==> config.mk <==
export PLATFORM = sky130hd
export DESIGN_NAME = serial_deframer
export DESIGN_NICKNAME = d
export VERILOG_FILES = /design/src/rtl/serial_pkg.sv /design/src/rtl/deframe_outbuf.sv /design/src/rtl/serial_deframer.sv
export SDC_FILE = /design/constraint.sdc
export NUM_CORES = 1
export LEC_CHECK = 0
export CAP_MARGIN = 10
export CORE_MARGIN = 2
export CORE_UTILIZATION = 50
export DETAILED_ROUTE_END_ITERATION = 6
export PLACE_DENSITY = 0.78
export SETUP_SLACK_MARGIN = 0.05
export SKIP_CTS_REPAIR_TIMING = 1
export SYNTH_ARGS = -nofsm -noshare
export SYNTH_HDL_FRONTEND = slang
export SYNTH_HIERARCHICAL = 1
export SYNTH_SLANG_ARGS = --single-unit
==> constraint.sdc <==
create_clock -name clk -period 1.94 [get_ports clk]
set_input_delay 0.388 -clock clk [delete_from_list [all_inputs] [get_ports clk]]
set_output_delay 0.388 -clock clk [all_outputs]
set_load 0.005 [all_outputs]
==> src/rtl/serial_pkg.sv <==
// Shared definitions for the serial deframer: FSM states, line levels, default width.
package serial_pkg;
  typedef enum logic [1:0] {IDLE, DATA, PARITY, STOP} state_t;

  localparam logic IDLE_LEVEL = 1'b1;
  localparam logic START_BIT  = 1'b0;
  localparam logic STOP_BIT   = 1'b1;
  localparam int   DEF_WIDTH  = 8;
endpackage

==> src/rtl/deframe_outbuf.sv <==
// One-entry valid/ready holding register; a word arriving while full is dropped with an overrun pulse.
module deframe_outbuf import serial_pkg::*; #(
  parameter int WIDTH = DEF_WIDTH
) (
  input  logic             clk,
  input  logic             clr,
  input  logic             load,
  input  logic [WIDTH-1:0] data,
  input  logic             ready,
  output logic [WIDTH-1:0] dout,
  output logic             dout_valid,
  output logic             overrun
);
  logic pop;
  assign pop = dout_valid && ready;

  always_ff @(posedge clk) begin
    if (!clr) begin
      dout       <= '0;
      dout_valid <= 1'b0;
      overrun    <= 1'b0;
    end else begin
      overrun <= 1'b0;
      if (load) begin
        // A pop in the same cycle frees the slot for the new word.
        if (!dout_valid || pop) begin
          dout       <= data;
          dout_valid <= 1'b1;
        end else begin
          overrun <= 1'b1;
        end
      end else if (pop) begin
        dout_valid <= 1'b0;
      end
    end
  end
endmodule

==> src/rtl/serial_deframer.sv <==
// Serial frame receiver: start bit, WIDTH data bits LSB first, optional even parity, stop bit.
// Define PARITY_CHECK_EN to expect and check the parity bit.
module serial_deframer import serial_pkg::*; #(
  parameter int WIDTH = DEF_WIDTH
) (
  input  logic             clk,
  input  logic             clr,
  input  logic             din,
  output logic [WIDTH-1:0] dout,
  output logic             dout_valid,
  input  logic             dout_ready,
  output logic             framing_err,
  output logic             parity_err,
  output logic             overrun
);
  localparam int CW = (WIDTH > 1) ? $clog2(WIDTH) : 1;

  state_t           state;
  logic [CW-1:0]    cnt;
  logic [WIDTH-1:0] sreg;
  logic             word_done;

`ifdef PARITY_CHECK_EN
  logic par_bad;
  assign word_done = (state == STOP) && (din == STOP_BIT) && !par_bad;
`else
  assign word_done = (state == STOP) && (din == STOP_BIT);
  assign parity_err = 1'b0;
`endif

  always_ff @(posedge clk) begin
    if (!clr) begin
      state       <= IDLE;
      cnt         <= '0;
      sreg        <= '0;
      framing_err <= 1'b0;
`ifdef PARITY_CHECK_EN
      par_bad     <= 1'b0;
      parity_err  <= 1'b0;
`endif
    end else begin
      framing_err <= 1'b0;
`ifdef PARITY_CHECK_EN
      parity_err  <= 1'b0;
`endif
      case (state)
        IDLE: if (din == START_BIT) begin
          state <= DATA;
          cnt   <= '0;
        end
        DATA: begin
          // Right shift: the first bit received ends up in the LSB.
          sreg <= {din, sreg[WIDTH-1:1]};
          cnt  <= cnt + 1'b1;
          if (cnt == CW'(WIDTH-1)) begin
`ifdef PARITY_CHECK_EN
            state <= PARITY;
`else
            state <= STOP;
`endif
          end
        end
`ifdef PARITY_CHECK_EN
        PARITY: begin
          par_bad <= (din != ^sreg);
          state   <= STOP;
        end
`endif
        STOP: begin
          if (din != STOP_BIT) framing_err <= 1'b1;
`ifdef PARITY_CHECK_EN
          else if (par_bad) parity_err <= 1'b1;
`endif
          state <= IDLE;
        end
        default: state <= IDLE;
      endcase
    end
  end

  deframe_outbuf #(.WIDTH(WIDTH)) u_outbuf (
    .clk        (clk),
    .clr        (clr),
    .load       (word_done),
    .data       (sreg),
    .ready      (dout_ready),
    .dout       (dout),
    .dout_valid (dout_valid),
    .overrun    (overrun)
  );
endmodule

## After elaboration in Yosys (flattened, before gate mapping)

Index checks and enable logic that the tools add are counted.

| cells by class | value |
|---|---|
| muxes and demuxes | 10 |
| reductions and logical operators | 13 |
| add/sub/neg operators | 1 |
| eq/ne operators | 6 |

Operator list:

| kind | count |
|---|---|
| $reduce_and A2 Y1 | 6 |
| $ne A2 B2 Y1 const B | 3 |
| $pmux W3 S2 | 1 |
| $mux W1 | 5 |
| $mux W2 | 2 |
| $pmux W2 S2 | 1 |
| $reduce_bool A2 Y1 | 2 |
| $add A3 B1 Y3 const B | 1 |
| $eq A3 B3 Y1 const B | 1 |
| $mux W3 | 1 |
| $eq A2 B1 Y1 const B | 1 |
| $eq A2 B2 Y1 const B | 1 |
| $logic_and A1 B1 Y1 | 2 |
| $logic_not A2 Y1 | 1 |
| $logic_not A1 Y1 | 1 |
| $logic_or A1 B1 Y1 | 1 |

| storage, ports and cells | value |
|---|---|
| input port bits | 4 |
| register bits after elaboration | 24 |
| output and inout bits | 12 |
| logic and storage cells | 37 |

## Longest topological paths before layout

Gate-level depths: netlist (run 1).

| logic depth | value |
|---|---|
| word-level depth | 4 |
| mapped depth | 4 |
| gate-level depth less buffers | 4 |

## Cells and area by module

Netlist (run 1), hierarchy kept.

By module, submodules not included:

| module | times used | cells an instance | area an instance (µm²) | seq. area each (µm²) |
|---|---|---|---|---|
| serial_deframer | 1 | 62 | 598.1 | 280.3 |
| deframe_outbuf | 1 | 41 | 404.1 | 200.2 |

## Worst setup path after synthesis (run 1)

No wires, ideal clock.

| timing | value |
|---|---|
| kind | reg-to-reg |
| start | register state[1] |
| end | register u_outbuf.dout[0] |
| cell stages (with the launch flop) | 5 |
| data required time | 1.868 ns |
| path slack | 0.846 ns |
| buffers on the path | 1 |
| arrival | 1.022 ns |
| clock period less this slack | 1.094 ns |
| setup time | 0.072 ns |
| cells stage by stage | dfxtp_1 -> and3_2 -> nor2b_2 -> buf_6 -> mux2i_1 |

| on the way | value |
|---|---|
| word-level cells in the longest chain between the ends | 3 |

RTL lines:

| what | line | source |
|---|---|---|
| start, declared | serial_deframer.sv:18 | `state_t state;` |
| start signal, assigned | serial_deframer.sv:33 | `state <= IDLE;` |
| start signal, assigned | serial_deframer.sv:48 | `state <= DATA;` |
| start signal, assigned | serial_deframer.sv:59 | `state <= STOP;` |
| $eq A2 B2 Y1 | serial_deframer.sv:27 | `assign word_done = (state == STOP) && (din == STOP_BIT);` |
| $logic_and A1 B1 Y1 | serial_deframer.sv:27 |  |
| net word_done | serial_deframer.sv:21 | `logic word_done;` |
| $reduce_and A2 Y1 (no line) | -- |  |
| end signal, assigned | deframe_outbuf.sv:27 | `dout <= data;` |
| end, declared | deframe_outbuf.sv:10 | `output logic [WIDTH-1:0] dout,` |

The timed path passes the listed nets, and every way through them passes these cells.
A chain may end at the register's enable or synchronous reset.

## Worst setup path after layout (run 1)

| timing | value |
|---|---|
| start | register u_outbuf.dout[2] |
| end | output port dout[2] |

RTL lines:

| what | line | source |
|---|---|---|
| end, declared | serial_deframer.sv:9 | `output logic [WIDTH-1:0] dout,` |

No word-level cell between the ends.

==> results.md, run 1 <==
* Status: completed
* Initial antenna violation count at 0
* Clock slew at reported path FFs at 0.11 ns
* Worst setup path start: u_outbuf/dout[2]
* WP data required at 1.55 ns
* Unrepaired setup endpoints after global routing: no
* Hold Startpoint: u_outbuf/dout[3]
* Post-synthesis cell count at 103
* Total core area at 0.00192 mm²
* Setup TNS at 0 ns
* CP startpoint kind: flip-flop
* Clock sink total at 24
* Site Rows at 16
* Sequential fraction of the synthesis area at 47.9%
* Nets at 123
* Synth Net Count at 109
* Critical path depth at 1
* 1st-iter DRT viols at 6
* Slowest cell delay on critical path at 0.51 ns
* Final HPWL from detailed placement at 1.04 mm
* Seq cells post-synth at 24
* Worst skew pair latency at 0.30 ns
* Final WL at 1.49 mm
* P&R area growth vs syn at 17.6%
* Die X-Extent at 48.8 µm
* Final ANT Viol Nets at 0
* Pre-antenna DRT Iters at 2
* Max Cap Viol at 0
* Worst path cell trace: clkdlybuf4s50_1
* Crit path buf inv count at 1
* Kind of critical path: flip-flop to output port
* F_max at 0.642 GHz
* CTS root buffer: clkbuf_4
* RePlAce Congestion at 0.673
* Lkg Pwr at 0.411 nW
* Total power at 799 µW
* Hold Crit Depth at 2
* Starting Density at 52.1%
* DRC at 0
* DR WL/cell at 10.4 µm
* Die area at 0.00238 mm²
* CTS buffer count at 3
* Port Buffers at 14
* Global route total overflow at 0
* Total GRT Usage at 13.1%
* Post-synth cell types at 22
* Post-Syn Area at 0.00100 mm²
* Largest net degree at the start of global routing at 36
* Fin. Hold Viols at 0
* Yosys warning count at 6
* Filler Cell Count at 179
* Vias in the first global route at 591
* Clock buffer depth at 2
* Worst hold path class: flip-flop to flip-flop
* Fin crit share at 80.3%
* Critical Path AT at 1.17 ns
* Minimum clock period at 1.56 ns
* Max stage delay cell, worst path: clkdlybuf4s50_1
* Final Skew at 0.00485 ns
* CP max FO at 2
* Htree depth at 1
* Via count at 654
* R2R cell count at 4
* Flop-to-flop setup slack at 0.68 ns
* Diode count at 0
* Io pins at 16
* First-pass GRT wire length at 2.46 mm
* Share of cells above drive strength 1 at 17.2%
* Die height at 48.8 µm
* CTS tree: done
* Final slew viol count at 0
* Vias per cell at 4.57
* Max rail drop VDD at 374 µV
* CP top delay family: buffers and inverters
* RR Startpoint: state[1]
* Mapped Avg Cell Area at 9.73 µm²
* CP Capture Type: output port
* PwrDens at 678 mW/mm²
* Setup violations, final at 0
==> registers in the layout (all words and copies together), names as in the netlist <==
signal / count
u_outbuf/dout: 8
u_outbuf/dout_valid: 1
u_outbuf/overrun: 1
state: 2
framing_err: 1
cnt: 3
sreg: 8
==> where the power goes <==
| group | total [mW] | switching, mW | internal, mW |
|---|---|---|---|
| clock network | 0.250 | 0.136 | 0.115 |
| logic | 0.0463 | 0.0254 | 0.0209 |
| registers | 0.503 | 0.00439 | 0.499 |
| total | 0.799 | 0.166 | 0.634 |
==> layout by cell type (no fill, tap or decap), drive strengths merged, types with 2 or more instances in the layout <==
cell type	count
nand2	35
dfxtp	24
clkdlybuf4s50	14
a21boi	8
mux2i	8
clkbuf	4
o21ai	3
and3	3
nor2b	3
nand3	2
ha	2
buf	2
==> area by class of cell <==
class | instances | area, µm² | area share [%]
Clock buffer | 4 | 36.3 | 3.08
Tap cell | 27 | 33.8 | 2.87
Timing Repair Buffer | 16 | 168 | 14.2
Inverter | 1 | 3.75 | 0.318
Multi-Input combinational cell | 71 | 457 | 38.7
Sequential cell | 24 | 480 | 40.8
==> cell usage after synthesis (all sizes together) <==
cell type | number | area [µm²]
nand2 | 35 | 131
dfxtp | 24 | 480
a21boi | 8 | 90.1
mux2i | 8 | 80.1
buf | 7 | 61.3
and3 | 3 | 21.3
nor2b | 3 | 36.3
o21ai | 3 | 15.0
ha | 2 | 25.0
nand3 | 2 | 10.0
a21oi | 1 | 5.00
and2 | 1 | 6.26
and4b | 1 | 11.3
conb | 1 | 3.75
inv | 1 | 3.75
nand2b | 1 | 6.26
nand3b | 1 | 7.51
o21a | 1 | 7.51
==> logic make-up (layout without fill, tap and decap cells) <==
group                    Yosys count  count (layout)  synth area share [%]
AO/OA/AOI/OAI                     13              13                  11.7
adder cells (fa/ha/maj)            2               2                  2.50
buffers and inverters              8              21                  6.49
flip-flops                        24              24                  47.9
multiplexers                       8               8                  7.99
other                              1               1                 0.374
AND/OR/NAND/NOR                   47              47                  23.0
==> per-stage QoR <==
step           area, µm²  setup slack (ns)  hold slack, ns  utilization (%)  instances
2_1_floorplan       1000             0.846           0.438                -        103
3_3_place_gp        1140             0.290           0.443             59.4        139
3_5_place_dp        1140             0.259           0.448             59.4        139
4_1_cts             1180             0.360           0.466             61.3        143
5_1_grt             1180             0.332           0.481             61.3        143
6_report            1180             0.381           0.464             61.3        143
==> routing by layer <==
| layer | wire (µm) | global-route usage, % | vias up |
|---|---|---|---|
| met2 | 698 | 21.2 | 12 |
| li1 | - | - | 358 |
| met3 | 52 | 2.15 | 2 |
| met5 | 0 | 0 | - |
| met4 | 11 | 5.71 | 0 |
| met1 | 732 | 17.2 | 282 |
==> worst register-to-register path, delay by kind of cell, from the launching register on <==
| family | cells | cell delay (ns) |
|---|---|---|
| DFF | 1 | 0.43 |
| buffers and inverters | 1 | 0.18 |
| muxes | 1 | 0.22 |
| and+or+nand+nor | 2 | 0.36 |
==> worst paths after layout <==
kind                                          to
worst min register to register  u_outbuf/dout[3]
worst max-delay path                     dout[2]
worst min-delay path            u_outbuf/dout[3]
worst max register to register  u_outbuf/dout[1]
Note: power is estimated with default switching activity, not from simulation.
==> run 2, diff against run 1 <==
==> constraint.sdc (replaced) <==
create_clock -name clk -period 1.6 [get_ports clk]
set_input_delay 0.32 -clock clk [delete_from_list [all_inputs] [get_ports clk]]
set_output_delay 0.32 -clock clk [all_outputs]
set_load 0.005 [all_outputs]
==> run 2 against run 1 <==
Clock power is 25% higher. First-iteration DRC count is 17% higher. Cell count is 0.70% higher. Die area stayed put. Worst setup slack worse by 0.26 ns. Core utilization is 1.1 points higher. Critical path depth stayed put.
==> results.md, run 2 (synthesized netlist as in run 1, its figures left out) <==
* Kind of critical path: flip-flop to output port
* First-pass GRT wire length at 2.79 mm
* Worst path cell trace: clkdlybuf4s50_1
* Nets at 124
* Design area at 0.00120 mm²
* Minimum clock period at 1.48 ns
* Max Cap Viol at 0
* P_int at 771 µW
* Vias per cell at 4.67
* Final ANT Viol Nets at 0
* Total power at 980 µW
* Share of cells above drive strength 1 at 18.8%
* F_max at 0.677 GHz
* CP top delay family: buffers and inverters
* Setup violations, final at 0
* Status: completed
* Clock buffer depth at 2
* Setup TNS at 0 ns
* Pre-antenna DRT Iters at 4
* CP Capture Type: output port
* CTS root buffer: clkbuf_4
* Fin crit share at 92.3%
* Crit path buf inv count at 1
* Final HPWL from detailed placement at 1.14 mm
* Clock Power Share at 31.8%
* Placed cell area at 0.00116 mm²
* Most common cell after layout, fill and taps aside: nand2_1
* Final slew viol count at 0
* Port Buffers at 14
* Lkg Pwr at 0.419 nW
* Hold_ws at 0.468 ns
* Max stage delay cell, worst path: clkdlybuf4s50_1
* CTS buffer count at 3
* Total GRT Usage at 15.5%
* 1st-iter DRT viols at 7
* Fin. Hold Viols at 0
* Worst skew pair latency at 0.31 ns
* Final Skew at 0.00587 ns
* Biggest regs: sreg x8, u_outbuf/dout x8, cnt x3
* Net Sw Frac at 21.3%
* Commonest non-fill, non-tap cells in the layout: 35 x nand2_1, 23 x dfxtp_1, 14 x clkdlybuf4s50_1
* Via count at 673
* Flop pwr share at 62.2%
* DR WL/cell at 11.0 µm
* CP max FO at 2
* Starting Density at 52.1%
* Htree depth at 1
* Switch Pwr at 209 µW
* Critical Path AT at 1.16 ns
* WP data required at 1.28 ns
* DRC at 0
* Worst hold path class: flip-flop to flip-flop
* Total core area at 0.00192 mm²
* Max rail drop VDD at 529 µV
* Comb power frac at 5.9%
* Diode count at 0
* Global route total overflow at 0
* PwrDens at 816 mW/mm²
* Final core occ at 62.4%
* Clock slew at reported path FFs at 0.13 ns
* Site Rows at 16
* Die height at 48.8 µm
* Initial antenna violation count at 0
* Io pins at 16
* P&R area growth vs syn at 19.7%
* Clock sink total at 24
* Final WL at 1.58 mm
* Largest net degree at the start of global routing at 36
* Die area at 0.00238 mm²
* CTS tree: done
* Die X-Extent at 48.8 µm
* Unrepaired setup endpoints after global routing: no
* Vias in the first global route at 656
* RePlAce Congestion at 0.693
* CP startpoint kind: flip-flop
* Slowest cell delay on critical path at 0.50 ns
## run 2: final cells by class
type / count / area (µm²)
fill: 166 / 722
sequential: 24 / 482
multi-input combinational: 71 / 457
timing repair buffer: 17 / 188
clock buffer: 4 / 36.3
tap: 27 / 33.8
inverter: 1 / 3.75
## run 2: worst paths after layout
kind	startpoint	end	slack, ns	depth (start not counted)
min reg2reg	u_outbuf/dout[5]	u_outbuf/dout[5]	0.47	2
max	u_outbuf/dout[6]	dout[6]	0.12	1
max reg2reg	state[1]	u_outbuf/dout[4]	0.32	4
min	u_outbuf/dout[5]	u_outbuf/dout[5]	0.47	2
## run 2: per-layer routing
metal	global-route usage (%)	wire length, µm	up-vias
li1	-	-	359
met1	16.9	744	298
met2	26.9	739	12
met3	3.07	57	4
met4	10.5	38	0
met5	0	0	-
## run 2: through the flow
stage | instances | setup WS, ns
detailed placement | 140 | 0.0248
global route | 144 | 0.0594
CTS | 144 | 0.0917
floorplan | 103 | 0.506
global placement | 140 | 0.0644
finish | 144 | 0.123
## run 2: power by group through the flow
stage	Sequential (mW)	Combinational, mW	Clock [mW]
after floorplan	0.622	0.0458	0
after global placement	0.623	0.0566	0
after detailed placement	0.623	0.0588	0
after CTS	0.610	0.0590	0.323
after global routing	0.611	0.0637	0.348
final	0.610	0.0582	0.312
==> run 3, diff against run 2 <==
--- a/config.mk
+++ b/config.mk
@@ -5,6 +5,7 @@
 export SDC_FILE = /design/constraint.sdc
 export NUM_CORES = 1
 export LEC_CHECK = 0
+export ABC_AREA = 1
 export CAP_MARGIN = 10
 export CORE_MARGIN = 2
 export CORE_UTILIZATION = 50
==> run 3 against run 2 <==
Cell count grew 16%. Worst hold slack gained 0.023 ns. Global-route usage shrank 1.0 points. Maximum frequency shrank 1.8%. Clock power shrank 19%. Sequential cell count is the same. Sequential power grew 3.6%. Wire length shrank 0.70%. Area after synthesis grew 1.2%. Combinational power grew 41%. Critical endpoint is now dout_valid.
==> results.md, run 3 <==
* DR WL/cell at 9.39 µm
* Post-synthesis cell count at 128
* Final WL at 1.57 mm
* Worst Slack Setup Final at 0.0958 ns
* Fin. Hold Viols at 0
* Hold_ws at 0.491 ns
* Seq cells post-synth at 24
* Unrepaired setup endpoints after global routing: yes
* Crit path buf inv count at 1
* Final slew viol count at 0
* Final ANT Viol Nets at 0
* Synth Flop Type: dfxtp_1
* Synth top area cells: dfxtp_1 47%, nor2_1 11%, inv_1 4.8%
* Vias per cell at 4.63
* Minimum clock period at 1.50 ns
* Synth top area share at 47.3%
* Commonest non-fill, non-tap cells in the layout: 29 x nor2_1, 22 x dfxtp_1, 14 x clkdlybuf4s50_1
* Fin crit share at 94.0%
* Status: completed
* R2R Path End: u_outbuf/dout[6]
* Biggest regs: sreg x8, u_outbuf/dout x8, cnt x3
* Critical Path End: dout_valid
* CTS root buffer: clkbuf_4
* Yosys warning count at 6
* Global route total overflow at 0
* F_max at 0.665 GHz
* Max rail drop VDD at 523 µV
* Die area at 0.00241 mm²
* R2R cell count at 6
* Async SR Flop Fraction at 0%
* Io pins at 16
* Clock buffer depth at 2
* Total power at 966 µW
* Non-Filler Instances at 167
* CP top delay family: buffers and inverters
* Most numerous cell in the Yosys netlist: nor2_1
* Kind of critical path: flip-flop to output port
* Die height at 49.1 µm
* Synth Net Count at 134
* RePlAce Congestion at 0.754
* CTS buffer count at 3
* Critical path depth at 1
* First-pass GRT wire length at 2.69 mm
* Die X-Extent at 49.1 µm
* Slowest cell delay on critical path at 0.51 ns
* CP max FO at 2
* Initial antenna violation count at 0
* Final HPWL from detailed placement at 1.16 mm
* CTS tree: done
* Mapped Avg Cell Area at 7.93 µm²
* Max Cap Viol at 0
* Largest net degree at the start of global routing at 19
* Max stage delay cell, worst path: clkdlybuf4s50_1
* CP Capture Type: output port
* Final Skew at 0.00433 ns
* RR Startpoint: state[0]
* Post-synth cell types at 22
* Critical Path AT at 1.18 ns
* Share of cells above drive strength 1 at 13.6%
* Most common cell after layout, fill and taps aside: nor2_1
* Pre-CTS WS at 0.0767 ns
* Via count at 773
* PwrDens at 837 mW/mm²
* CP startpoint kind: flip-flop
* Synth area leader: dfxtp_1
* Post-Syn Area at 0.00101 mm²
* Vias in the first global route at 641
* Flop-to-flop setup slack at 0.54 ns
* Sequential fraction of the synthesis area at 47.3%
* Clock sink total at 24
* Starting Density at 52.3%
* Post-synth top cells: 29 x nor2_1, 24 x dfxtp_1, 13 x inv_1
* Site Rows at 16
* P&R area growth vs syn at 13.7%
* Diode count at 0
* DRC at 0
* Lkg Pwr at 0.472 nW
* Setup violations, final at 0
* Worst hold path class: flip-flop to flip-flop
* WP data required at 1.28 ns
* Pre-antenna DRT Iters at 4
* 1st-iter DRT viols at 26
* Setup TNS at 0 ns
* Htree depth at 1
* Worst path cell trace: clkdlybuf4s50_1
* EDFF count, synth at 0
* Port Buffers at 14
* Total core area at 0.00194 mm²
* Nets at 148
* Worst skew pair latency at 0.31 ns
* Cells after DPL at 164
* Clock slew at reported path FFs at 0.12 ns
* Total GRT Usage at 14.5%
* Filler Cell Count at 205
* Worst setup path start: u_outbuf/dout_valid
-- run 3: layer usage --
layer  global-route usage [%]  share of wire [%]  vias to the layer above
met5                        0                  0                        -
met4                     10.0                3.1                        0
met3                     2.76                3.8                        4
met2                     23.1                 44                       16
met1                     17.6                 49                      332
li1                         -                  -                      421
-- run 3: cell families (layout without fill, tap and decap cells) --
kind of cell               after synthesis  in the layout  synth area share (%)
other                                    1              1                 0.370
AOI/OAI and AO/OA                       21             21                  11.1
buffers and inverters                   24             36                  14.1
and+or+nand+nor                         56             56                  24.7
adders and majority gates                2              2                  2.47
DFF                                     24             24                  47.3
-- run 3: worst min path at each step --
stage | start | slack [ns] | end | cells past startpoint
finish | sreg[0] | 0.49 | sreg[0] | 2
global route | cnt[2] | 0.52 | cnt[2] | 2
CTS | state[1] | 0.50 | framing_err | 2
detailed placement | u_outbuf/dout[5] | 0.47 | u_outbuf/dout[5] | 2
global placement | state[1] | 0.47 | framing_err | 2
floorplan | din | 0.40 | framing_err | 1
-- run 3: metrics by stage --
step	area (µm²)	utilization, %
finish	1150	59.4
global placement	1130	58.1
detailed placement	1130	58.1
floorplan	1010	-
CTS	1150	59.3
global route	1150	59.4
-- run 3: final cells by class --
cell class	instances	area [µm²]	area share (%)
tap	27	33.8	2.93
sequential	24	483	41.9
timing repair buffer	17	163	14.1
inverter	16	60.1	5.21
multi-input combinational	80	392	33.9
clock buffer	3	22.5	1.95
-- run 3: power breakdown --
group / switching [mW] / internal (mW) / total [mW]
registers: 0.0141 / 0.618 / 0.632
logic: 0.0493 / 0.0327 / 0.0820
clock network: 0.164 / 0.0879 / 0.252
total: 0.228 / 0.738 / 0.966
